[src/rtl/pipeline_ctrl_pkg.sv]
// Shared types and constants for the pipeline stall/flush sequencer.
// Holds the state enum used by pipeline_ctrl and the default register-address width.
package pipe_pkg;

    // Default register-address width (32 architectural registers).
    localparam int DEF_ADDR_WIDTH = 5;

    // Sequencer states: normal flow, waiting on mul/div, waiting on data memory.
    typedef enum logic [1:0] {
        RUN     = 2'd0,
        MD_BUSY = 2'd1,
        DM_WAIT = 2'd2
    } pipe_state_t;

endpackage

[src/rtl/pipeline_ctrl_if.sv]
// Hazard-information and pipeline-control bundle between the datapath and pipeline_ctrl.
// master: the datapath side (drives hazard info, receives stall/flush controls).
// slave:  the sequencer side (pipeline_ctrl).
interface pipeline_ctrl_if #(
    parameter int ADDR_WIDTH = pipe_pkg::DEF_ADDR_WIDTH
);
    logic [ADDR_WIDTH-1:0] rs1D_i;
    logic [ADDR_WIDTH-1:0] rs2D_i;
    logic [ADDR_WIDTH-1:0] rdE_i;
    logic                  mem_readE_i;
    logic                  pc_srcE_i;
    logic                  muldivE_i;
    logic                  muldiv_done_i;
    logic                  muldiv_go_o;
    logic                  imem_ready_i;
    logic                  dmem_reqM_i;
    logic                  dmem_ready_i;
    logic                  stallF_o;
    logic                  stallD_o;
    logic                  stallE_o;
    logic                  stallM_o;
    logic                  flushD_o;
    logic                  flushE_o;
    logic                  flushM_o;
    logic                  flushW_o;

    modport master (
        output rs1D_i, rs2D_i, rdE_i, mem_readE_i, pc_srcE_i, muldivE_i,
               muldiv_done_i, imem_ready_i, dmem_reqM_i, dmem_ready_i,
        input  muldiv_go_o, stallF_o, stallD_o, stallE_o, stallM_o,
               flushD_o, flushE_o, flushM_o, flushW_o
    );

    modport slave (
        input  rs1D_i, rs2D_i, rdE_i, mem_readE_i, pc_srcE_i, muldivE_i,
               muldiv_done_i, imem_ready_i, dmem_reqM_i, dmem_ready_i,
        output muldiv_go_o, stallF_o, stallD_o, stallE_o, stallM_o,
               flushD_o, flushE_o, flushM_o, flushW_o
    );
endinterface

[src/rtl/pipeline_ctrl_stall_counter.sv]
// Saturating up-counter: counts cycles with en_i high, sticks at all-ones,
// cleared only by reset.
module stall_counter #(
    parameter int WIDTH = 32
) (
    input  logic             clk_i,
    input  logic             rst_ni,
    input  logic             en_i,
    output logic [WIDTH-1:0] count_o
);
    logic [WIDTH-1:0] count_reg;

    // Count enabled cycles, holding once every bit is set.
    always_ff @(posedge clk_i or negedge rst_ni) begin
        if (!rst_ni) begin
            count_reg <= '0;
        end else if (en_i && (count_reg != {WIDTH{1'b1}})) begin
            count_reg <= count_reg + 1'b1;
        end
    end

    assign count_o = count_reg;
endmodule

[src/rtl/pipeline_ctrl.sv]
// Stall/flush sequencer for the five-stage pipeline. Resolves load-use, taken
// branch, fetch wait, data-memory wait and multi-cycle mul/div hazards.
// Optional macro PIPE_PERF_EN adds stall_cnt_o, a saturating count of stallF cycles.
module pipeline_ctrl
    import pipe_pkg::*;
#(
    parameter int ADDR_WIDTH = DEF_ADDR_WIDTH
`ifdef PIPE_PERF_EN
    ,
    parameter int CNT_WIDTH = 32
`endif
) (
    input  logic                 clk_i,
    input  logic                 rst_ni,
    pipeline_ctrl_if.slave       bus
`ifdef PIPE_PERF_EN
    ,
    output logic [CNT_WIDTH-1:0] stall_cnt_o
`endif
);
    pipe_state_t           state_reg;
    pipe_state_t           state_next;
    logic [ADDR_WIDTH-1:0] rd_e;
    logic                  dm_miss;
    logic                  dm_wait;
    logic                  md_stall;
    logic                  load_use;

    assign rd_e = bus.rdE_i;

    // State register; reset aborts any pending wait immediately.
    always_ff @(posedge clk_i or negedge rst_ni) begin
        if (!rst_ni) begin
            state_reg <= RUN;
        end else begin
            state_reg <= state_next;
        end
    end

    // Next state, hazard detection and prioritised stall/flush decode.
    always_comb begin
        state_next   = state_reg;
        bus.stallF_o = 1'b0;
        bus.stallD_o = 1'b0;
        bus.stallE_o = 1'b0;
        bus.stallM_o = 1'b0;
        bus.flushD_o = 1'b0;
        bus.flushE_o = 1'b0;
        bus.flushM_o = 1'b0;
        bus.flushW_o = 1'b0;

        dm_miss  = bus.dmem_reqM_i & ~bus.dmem_ready_i;
        dm_wait  = ((state_reg == RUN) & dm_miss) |
                   ((state_reg == DM_WAIT) & ~bus.dmem_ready_i);
        // A done pulse in MD_BUSY releases the stall in the same cycle.
        md_stall = ((state_reg == RUN) & bus.muldivE_i) |
                   ((state_reg == MD_BUSY) & ~bus.muldiv_done_i);
        load_use = bus.mem_readE_i & (rd_e != '0) &
                   ((rd_e == bus.rs1D_i) | (rd_e == bus.rs2D_i));

        // Memory wait wins over a mul/div launch, so go only fires when no miss is pending.
        bus.muldiv_go_o = (state_reg == RUN) & ~dm_miss & bus.muldivE_i;

        unique case (state_reg)
            RUN: begin
                if (dm_miss) begin
                    state_next = DM_WAIT;
                end else if (bus.muldivE_i) begin
                    state_next = MD_BUSY;
                end
            end
            MD_BUSY: if (bus.muldiv_done_i) state_next = RUN;
            DM_WAIT: if (bus.dmem_ready_i) state_next = RUN;
            default: state_next = RUN;
        endcase

        if (dm_wait) begin
            // Freeze everything up to memory; retire a bubble into writeback.
            bus.stallF_o = 1'b1;
            bus.stallD_o = 1'b1;
            bus.stallE_o = 1'b1;
            bus.stallM_o = 1'b1;
            bus.flushW_o = 1'b1;
        end else if (md_stall) begin
            bus.stallF_o = 1'b1;
            bus.stallD_o = 1'b1;
            bus.stallE_o = 1'b1;
            bus.flushM_o = 1'b1;
        end else if (bus.pc_srcE_i) begin
            // PC must advance to the target, so no front-end stall here.
            bus.flushD_o = 1'b1;
            bus.flushE_o = 1'b1;
        end else if (load_use) begin
            bus.stallF_o = 1'b1;
            bus.stallD_o = 1'b1;
            bus.flushE_o = 1'b1;
        end else if (!bus.imem_ready_i) begin
            bus.stallF_o = 1'b1;
            bus.flushD_o = 1'b1;
        end
    end

`ifdef PIPE_PERF_EN
    stall_counter #(
        .WIDTH (CNT_WIDTH)
    ) u_stall_counter (
        .clk_i   (clk_i),
        .rst_ni  (rst_ni),
        .en_i    (bus.stallF_o),
        .count_o (stall_cnt_o)
    );
`endif
endmodule

[src/flat_wrapper.sv]
// flat-port wrapper written by rule: the top's interface ports become plain ports
module pipeline_ctrl_flat import pipe_pkg::*;
#(
    parameter int ADDR_WIDTH = DEF_ADDR_WIDTH

)
  (clk_i, rst_ni, bus_rs1D_i, bus_rs2D_i, bus_rdE_i, bus_mem_readE_i, bus_pc_srcE_i, bus_muldivE_i, bus_muldiv_done_i, bus_imem_ready_i, bus_dmem_reqM_i, bus_dmem_ready_i, bus_muldiv_go_o, bus_stallF_o, bus_stallD_o, bus_stallE_o, bus_stallM_o, bus_flushD_o, bus_flushE_o, bus_flushM_o, bus_flushW_o);
  pipeline_ctrl_if #(.ADDR_WIDTH(ADDR_WIDTH)) bus_i ();
  input  logic clk_i;
  input  logic rst_ni;
  input wire logic [$bits(bus_i.rs1D_i)-1:0] bus_rs1D_i;
  input wire logic [$bits(bus_i.rs2D_i)-1:0] bus_rs2D_i;
  input wire logic [$bits(bus_i.rdE_i)-1:0] bus_rdE_i;
  input wire logic [$bits(bus_i.mem_readE_i)-1:0] bus_mem_readE_i;
  input wire logic [$bits(bus_i.pc_srcE_i)-1:0] bus_pc_srcE_i;
  input wire logic [$bits(bus_i.muldivE_i)-1:0] bus_muldivE_i;
  input wire logic [$bits(bus_i.muldiv_done_i)-1:0] bus_muldiv_done_i;
  input wire logic [$bits(bus_i.imem_ready_i)-1:0] bus_imem_ready_i;
  input wire logic [$bits(bus_i.dmem_reqM_i)-1:0] bus_dmem_reqM_i;
  input wire logic [$bits(bus_i.dmem_ready_i)-1:0] bus_dmem_ready_i;
  output wire logic [$bits(bus_i.muldiv_go_o)-1:0] bus_muldiv_go_o;
  output wire logic [$bits(bus_i.stallF_o)-1:0] bus_stallF_o;
  output wire logic [$bits(bus_i.stallD_o)-1:0] bus_stallD_o;
  output wire logic [$bits(bus_i.stallE_o)-1:0] bus_stallE_o;
  output wire logic [$bits(bus_i.stallM_o)-1:0] bus_stallM_o;
  output wire logic [$bits(bus_i.flushD_o)-1:0] bus_flushD_o;
  output wire logic [$bits(bus_i.flushE_o)-1:0] bus_flushE_o;
  output wire logic [$bits(bus_i.flushM_o)-1:0] bus_flushM_o;
  output wire logic [$bits(bus_i.flushW_o)-1:0] bus_flushW_o;
  assign bus_i.rs1D_i = bus_rs1D_i;
  assign bus_i.rs2D_i = bus_rs2D_i;
  assign bus_i.rdE_i = bus_rdE_i;
  assign bus_i.mem_readE_i = bus_mem_readE_i;
  assign bus_i.pc_srcE_i = bus_pc_srcE_i;
  assign bus_i.muldivE_i = bus_muldivE_i;
  assign bus_i.muldiv_done_i = bus_muldiv_done_i;
  assign bus_i.imem_ready_i = bus_imem_ready_i;
  assign bus_i.dmem_reqM_i = bus_dmem_reqM_i;
  assign bus_i.dmem_ready_i = bus_dmem_ready_i;
  assign bus_muldiv_go_o = bus_i.muldiv_go_o;
  assign bus_stallF_o = bus_i.stallF_o;
  assign bus_stallD_o = bus_i.stallD_o;
  assign bus_stallE_o = bus_i.stallE_o;
  assign bus_stallM_o = bus_i.stallM_o;
  assign bus_flushD_o = bus_i.flushD_o;
  assign bus_flushE_o = bus_i.flushE_o;
  assign bus_flushM_o = bus_i.flushM_o;
  assign bus_flushW_o = bus_i.flushW_o;
  pipeline_ctrl #(.ADDR_WIDTH(ADDR_WIDTH)) u_core (.clk_i(clk_i), .rst_ni(rst_ni), .bus(bus_i));
endmodule
[config.mk]
export PLATFORM = sky130hd
export DESIGN_NAME = pipeline_ctrl_flat
export DESIGN_NICKNAME = d
export VERILOG_FILES = /design/src/rtl/pipeline_ctrl_pkg.sv /design/src/rtl/pipeline_ctrl_if.sv /design/src/rtl/pipeline_ctrl_stall_counter.sv /design/src/rtl/pipeline_ctrl.sv /design/src/flat_wrapper.sv
export SDC_FILE = /design/constraint.sdc
export NUM_CORES = 1
export LEC_CHECK = 0
export CAP_MARGIN = 20
export CORE_AREA = 2 2 39 41
export DETAILED_ROUTE_END_ITERATION = 10
export DIE_AREA = 0 0 41 43
export HOLD_SLACK_MARGIN = 0.08
export PLACE_DENSITY = 0.68
export SETUP_SLACK_MARGIN = 0.05
export SLEW_MARGIN = 0
export SYNTH_ARGS = -nofsm -noshare
export SYNTH_HDL_FRONTEND = slang
export SYNTH_HIERARCHICAL = 1
export SYNTH_SLANG_ARGS = --single-unit
[constraint.sdc]
create_clock -name clk_i -period 2.2 [get_ports clk_i]
set_input_delay 0.44 -clock clk_i [delete_from_list [all_inputs] [get_ports clk_i]]
set_output_delay 0.44 -clock clk_i [all_outputs]
set_load 0.1 [all_outputs]
==> results of run 1 <==
==> per-layer routing <==
metal  global-route usage  up-vias
li1                     -      241
met1                0.146      201
met2                0.266       26
met3               0.0314        0
met4               0.0600        0
met5                    0        -
==> synthesized netlist by cell type <==
| cell type | n | area, µm² |
|---|---|---|
| dfrtp_1 | 2 | 50.1 |
| or4_1 | 1 | 7.51 |
| o21ai_0 | 2 | 10.0 |
| nor4_1 | 2 | 12.5 |
| buf_4 | 1 | 7.51 |
| xor2_1 | 10 | 87.6 |
| o21a_1 | 1 | 7.51 |
| nor3_1 | 2 | 10.0 |
| a22oi_1 | 1 | 7.51 |
| o32a_1 | 1 | 10.0 |
| o31ai_1 | 1 | 7.51 |
| nor4b_1 | 1 | 8.76 |
| or2b_2 | 1 | 8.76 |
| and2_1 | 1 | 6.26 |
| or2_2 | 1 | 6.26 |
| nor2_1 | 8 | 30.0 |
| a21oi_1 | 1 | 5.00 |
| o21ai_2 | 1 | 8.76 |
| nor2b_1 | 1 | 6.26 |
| inv_1 | 2 | 7.51 |
| nand2_1 | 1 | 3.75 |
==> kinds of logic after synthesis <==
group,count (synthesis),share of synthesized area
xor gates and xnor gates,10,0.283
DFF,2,0.162
and+or+nand+nor,19,0.324
AOI/OAI and AO/OA,8,0.182
buffers and inverters,3,0.0486
==> report_power, final <==
part / internal, W / switching (W)
sequential: 0.0000470 / 0.0000163
combinational: 0.000303 / 0.000435
clock: 0.0000600 / 0.0000182
total: 0.000410 / 0.000470
==> timing repair <==
| action | 4_1_cts | 5_1_grt |
|---|---|---|
| endpoints found under the setup margin | 8 | 6 |
| pin swaps | 11 | 13 |
| buffers inserted | 2 | 1 |
| resized for setup | 45 | 15 |
| cloned | 0 | 0 |
==> metrics by stage <==
| stage | std cells | total power, W |
|---|---|---|
| after floorplan | 42 | 0.000483 |
| final | 105 | 0.000880 |
| after detailed placement | 99 | 0.000768 |
| after CTS | 104 | 0.000871 |
| after global placement | 99 | 0.000762 |
| after global routing | 105 | 0.000915 |
==> cell type report <==
cell class              instances  share of cell area
repair buffers                 45               0.510
well taps                      16              0.0209
inverters                       2              0.0118
multi-input cells              37               0.378
clock buffers                   3              0.0236
flip-flops and latches          2              0.0550
==> worst max path at each step <==
| stage | start | end | slack, ns | depth (start not counted) |
|---|---|---|---|---|
| final | bus_muldiv_done_i | bus_stallE_o | 0.08 | 7 |
| after global routing | bus_rdE_i[4] | bus_flushD_o | 0.05 | 6 |
| after CTS | bus_rdE_i[4] | bus_flushD_o | 0.05 | 6 |
| after detailed placement | bus_rdE_i[1] | bus_flushD_o | -0.33 | 6 |
| after global placement | bus_rdE_i[1] | bus_flushD_o | -0.32 | 6 |
| after floorplan | u_core/state_reg[0] | bus_flushE_o | -0.57 | 4 |
==> placed cells by master (no fill, tap or decap), types with 3 or more instances in the layout <==
master and count:
buf_4 11, xor2_1 10, buf_12 9, dlygate4sd2_1 8, clkdlybuf4s15_1 5, buf_6 4
clkdlybuf4s50_1 4, nor2_1 4, clkbuf_4 3
==> run summary, run 1 <==
drt wl/cell - 10.8 µm
Post-Route Setup TNS - 0 ns
Hold-fix buffers, CTS - 0
reg2reg path depth - 6
post-place setup slack - -0.326 ns
maxcap violations - 0
Die Y - 43 µm
Placement Cell Area - 883 µm²
# rows - 14
die footprint - 0.00176 mm²
layout net count - 115
Seq cells post-synth - 2
fmax - 0.471 GHz
Cell Chain, Critical Path - dlygate4sd2_1 -> and2_4 -> o32a_1 -> clkinvlp_4 -> buf_6 -> buf_4 -> buf_12
gr ovfl total - 0
routed vias/inst - 4.46
Mapped Area - 309 µm²
YS warnings - 6
Root Buffer - clkbuf_4
n_diodes - 0
CP required - 1.76 ns
crit-path leading delay family - buffers and inverters
uppermost routed layer - met3
VDD IR max - 450 µV
clock tree buffer depth - 2
area of the multi-input gates - 362 µm²
initial core utilization - 0.223
Port-buffer cells - 32
Finished Cell Area - 956 µm²
dpl hpwl - 889 µm
R2R setup slack - 0.88 ns
register area - 52.6 µm²
Distinct cells, synth - 21
P&R area growth vs syn - 209%
first-pass detailed-route iteration total - 2
worst-path fanout max - 4
core area - 0.00138 mm²
Detail Route Antenna Nets - 0
Fillers - 115
Finished Core Util - 0.691
Slew @ Worst Pin - 0.355 ns
WL met2 - 665 µm
Critical Path Start Type - primary input
worst r2r dst - u_core/state_reg[0]
Final min period - 2.12 ns
Clock Latency Late Sink - 0.22 ns
largest net degree at the start of global routing - 6
number of DRC markers in iteration 0 - 4
skew final - 0.00593 ns
synthesized area per cell - 7.36 µm²
worst hold path class - primary input to asynchronous set/reset pin
Worst slew margin - 0.763
vias in the first global route - 479
reg2reg start - u_core/state_reg[1]
Crit. End Element - output pin
RSZ-0062 raised after global routing - true
final hold slack - 0.386 ns
# DRC - 0
gr usage total - 0.146
CTS Sinks - 2
status - complete, no violations
Synth Instances - 42
Final period util - 0.965
Buf/Inv on CP - 5
clock transition at the registers of the reported paths - 0.03 ns
global-route wire length before repair - 1.77 mm
Num CTS Buffers - 3
max reg flops - 2
metal3 WL - 86 µm
Final Hold Violating Endpoints - 0
met1 wire length - 381 µm
num ports - 33
Final Max Slew Viols - 0
CTS tree - built
Leak - 0.412 nW
# setup viols final - 0
via count - 468
share of layout cells above drive strength 1 - 0.618
crit path max-delay cell type - o32a_1
DIE WIDTH - 41 µm
Slowest Stage Delay on Critical Path - 0.33 ns
Seq/Total Area, Yosys - 0.162
initial antenna violation count - 0
arrival time worst endpoint - 1.68 ns
Total Wirelength - 1.13 mm
power density over the cells - 920 mW/mm²
worst setup margin - 0.0763 ns
critical path class - primary input to output pin
htree depth - 1
Post-Syn Nets - 66
Final GP Congestion - 0.670
Power figures use the tool's default switching activity.
==> run 2, diff against run 1 <==
Settings changed: CTS_CLUSTER_SIZE set to 25, SKIP_LAST_GASP set to 1.
Clock period 2.2 ns to 2.3 ns, I/O delays scaled along.
==> run summary, run 2 (synthesis gave the netlist of run 1 again) <==
status - complete, no violations (unchanged)
gr ovfl total - 0 (unchanged)
Clock Latency Late Sink - 0.22 ns (about the same)
routed vias/inst - 4.48 (was 4.46)
initial core utilization - 0.223 (unchanged)
initial antenna violation count - 0 (unchanged)
Total Wirelength - 1.12 mm (was 1.13 mm)
worst r2r dst - u_core/state_reg[0] (unchanged)
CP required - 1.84 ns (was 1.76 ns)
# setup viols final - 0 (unchanged)
commonest non-fill, non-tap cell in the layout - dlygate4sd2_1 (was buf_4)
max reg flops - 2 (unchanged)
skew final - 0.000591 ns (was 0.00593 ns)
Final Max Slew Viols - 0 (unchanged)
CTS tree - built (unchanged)
Slowest Stage Delay on Critical Path - 0.53 ns (was 0.33 ns)
Finished Cell Area - 940 µm² (was 956 µm²)
Worst Setup SP - bus_rdE_i[2] (was bus_muldiv_done_i)
drt wl/cell - 10.6 µm (was 10.8 µm)
Critical Path Start Type - primary input (unchanged)
first-pass detailed-route iteration total - 2 (unchanged)
DIE WIDTH - 41 µm (unchanged)
Die Y - 43 µm (unchanged)
Final GP Congestion - 0.645 (was 0.670)
die footprint - 0.00176 mm² (unchanged)
htree depth - 1 (unchanged)
Worst slew margin - 0.782 (was 0.763)
Detail Route Antenna Nets - 0 (unchanged)
num ports - 33 (unchanged)
most frequent cells in the layout - dlygate4sd2_1 (15), buf_4 (12), xor2_1 (10) (was buf_4 (11), xor2_1 (10), buf_12 (9))
Placement Cell Area - 883 µm² (unchanged)
Placed Cells - 99 (unchanged)
critical path class - primary input to output pin (unchanged)
P&R area growth vs syn - 204% (was 209%)
Final min period - 2.20 ns
maxcap violations - 0 (unchanged)
Root Buffer - clkbuf_4 (unchanged)
VDD IR max - 479 µV (was 450 µV)
reg2reg start - u_core/state_reg[1] (unchanged)
arrival time worst endpoint - 1.74 ns (was 1.68 ns)
Num CTS Buffers - 3 (unchanged)
Leak - 0.414 nW (was 0.412 nW)
Final period util - 0.956
via count - 470 (was 468)
worst hold path class - primary input to asynchronous set/reset pin (unchanged)
vias in the first global route - 498 (was 479)
global-route wire length before repair - 1.81 mm (was 1.77 mm)
share of layout cells above drive strength 1 - 0.573 (was 0.618)
clock tree buffer depth - 2 (unchanged)
reg2reg path depth - 6 (unchanged)
core area - 0.00138 mm² (unchanged)
Final Hold Violating Endpoints - 0 (unchanged)
Setup crit end - bus_flushD_o (was bus_stallE_o)
CTS Sinks - 2 (unchanged)
Cell Chain, Critical Path - buf_2 -> or4_4 -> o21ai_2 -> or2b_4 -> o21a_4 -> buf_12 (was dlygate4sd2_1 -> and2_4 -> o32a_1 -> clkinvlp_4 -> buf_6 -> buf_4 -> buf_12)
Crit. End Element - output pin (unchanged)
dpl hpwl - 924 µm (was 889 µm)
layout net count - 115 (unchanged)
# DRC - 0 (unchanged)
RSZ-0062 raised after global routing - false (was true)
gr usage total - 0.147 (was 0.146)
crit path max-delay cell type - or4_4 (was o32a_1)
Power, Total - 0.000839 W (was 0.000880 W)
power density over the cells - 893 mW/mm² (was 920 mW/mm²)
fin cells - 105 (unchanged)
Slew @ Worst Pin - 0.326 ns (was 0.355 ns)
final hold slack - 0.408 ns (was 0.386 ns)
clock transition at the registers of the reported paths - 0.03 ns (about the same)
Port-buffer cells - 32 (unchanged)
number of DRC markers in iteration 0 - 1 (was 4)
largest net degree at the start of global routing - 6 (unchanged)
n_diodes - 0 (unchanged)
fmax - 0.455 GHz
R2R setup slack - 0.94 ns (was 0.88 ns)
worst-path fanout max - 3 (was 4)
Hold-fix buffers, CTS - 0 (unchanged)
# rows - 14 (unchanged)
run 2: changes by cell type in the layout (fill, tap and decap cells not counted), sizes merged:
| cell | previous run | this run |
|---|---|---|
| clkbuf | 5 | 4 |
| clkdlybuf4s15 | 5 | 0 |
| dlygate4sd2 | 8 | 15 |
| buf | 26 | 25 |
run 2: routing by layer:
metal / global-route usage / wire length (µm) / vias up
li1: - / - / 243
met1: 0.147 / 375 / 202
met2: 0.288 / 664 / 25
met3: 0.0157 / 77 / 0
met4: 0.0400 / 0 / 0
met5: 0 / 0 / -
run 2: through the flow:
step	utilization	setup WS (ns)	TNS, ns
2_1_floorplan	-	-0.506	-1.72
3_3_place_gp	0.638	-0.256	-0.832
3_5_place_dp	0.638	-0.304	-0.987
4_1_cts	0.679	0.0327	0
5_1_grt	0.679	0.0370	0
6_report	0.679	0.100	0
run 2: worst min-delay path by stage:
stage,depth (start not counted),slack [ns],endpoint
floorplan,0,0.16,u_core/state_reg[0]
global route,1,0.40,u_core/state_reg[0]
finish,1,0.41,u_core/state_reg[1]
global placement,1,0.60,u_core/state_reg[0]
CTS,1,0.40,u_core/state_reg[1]
detailed placement,1,0.60,u_core/state_reg[0]
run 2: timing repair:
action | CTS | global route
endpoints found under the setup margin | 6 | 4
setup buffers | 3 | 0
resized for setup | 38 | 5
hold endpoints to repair | 0 | 0
pin swaps | 13 | 7
cloned | 0 | 0
run 2: layout make-up:
type,count,area [µm²]
sequential,2,51.3
multi-input combinational,37,362
timing repair buffer,45,473
tap,16,20.0
inverter,2,11.3
clock buffer,3,22.5
fill,126,444
run 2: power by group:
| group | leakage (nW) | internal, W | switching, W | total, W |
|---|---|---|---|---|
| combinational | 0.377 | 0.000288 | 0.000416 | 0.000704 |
| sequential | 0.0241 | 0.0000438 | 0.0000151 | 0.0000589 |
| clock | 0.0138 | 0.0000574 | 0.0000185 | 0.0000759 |
| total | 0.414 | 0.000390 | 0.000450 | 0.000839 |
run 2: critical path: cells and delay by family:
family	cells	cell delay, ns
buf+inv	2	0.29
compound gates	2	0.27
simple gates	2	0.70
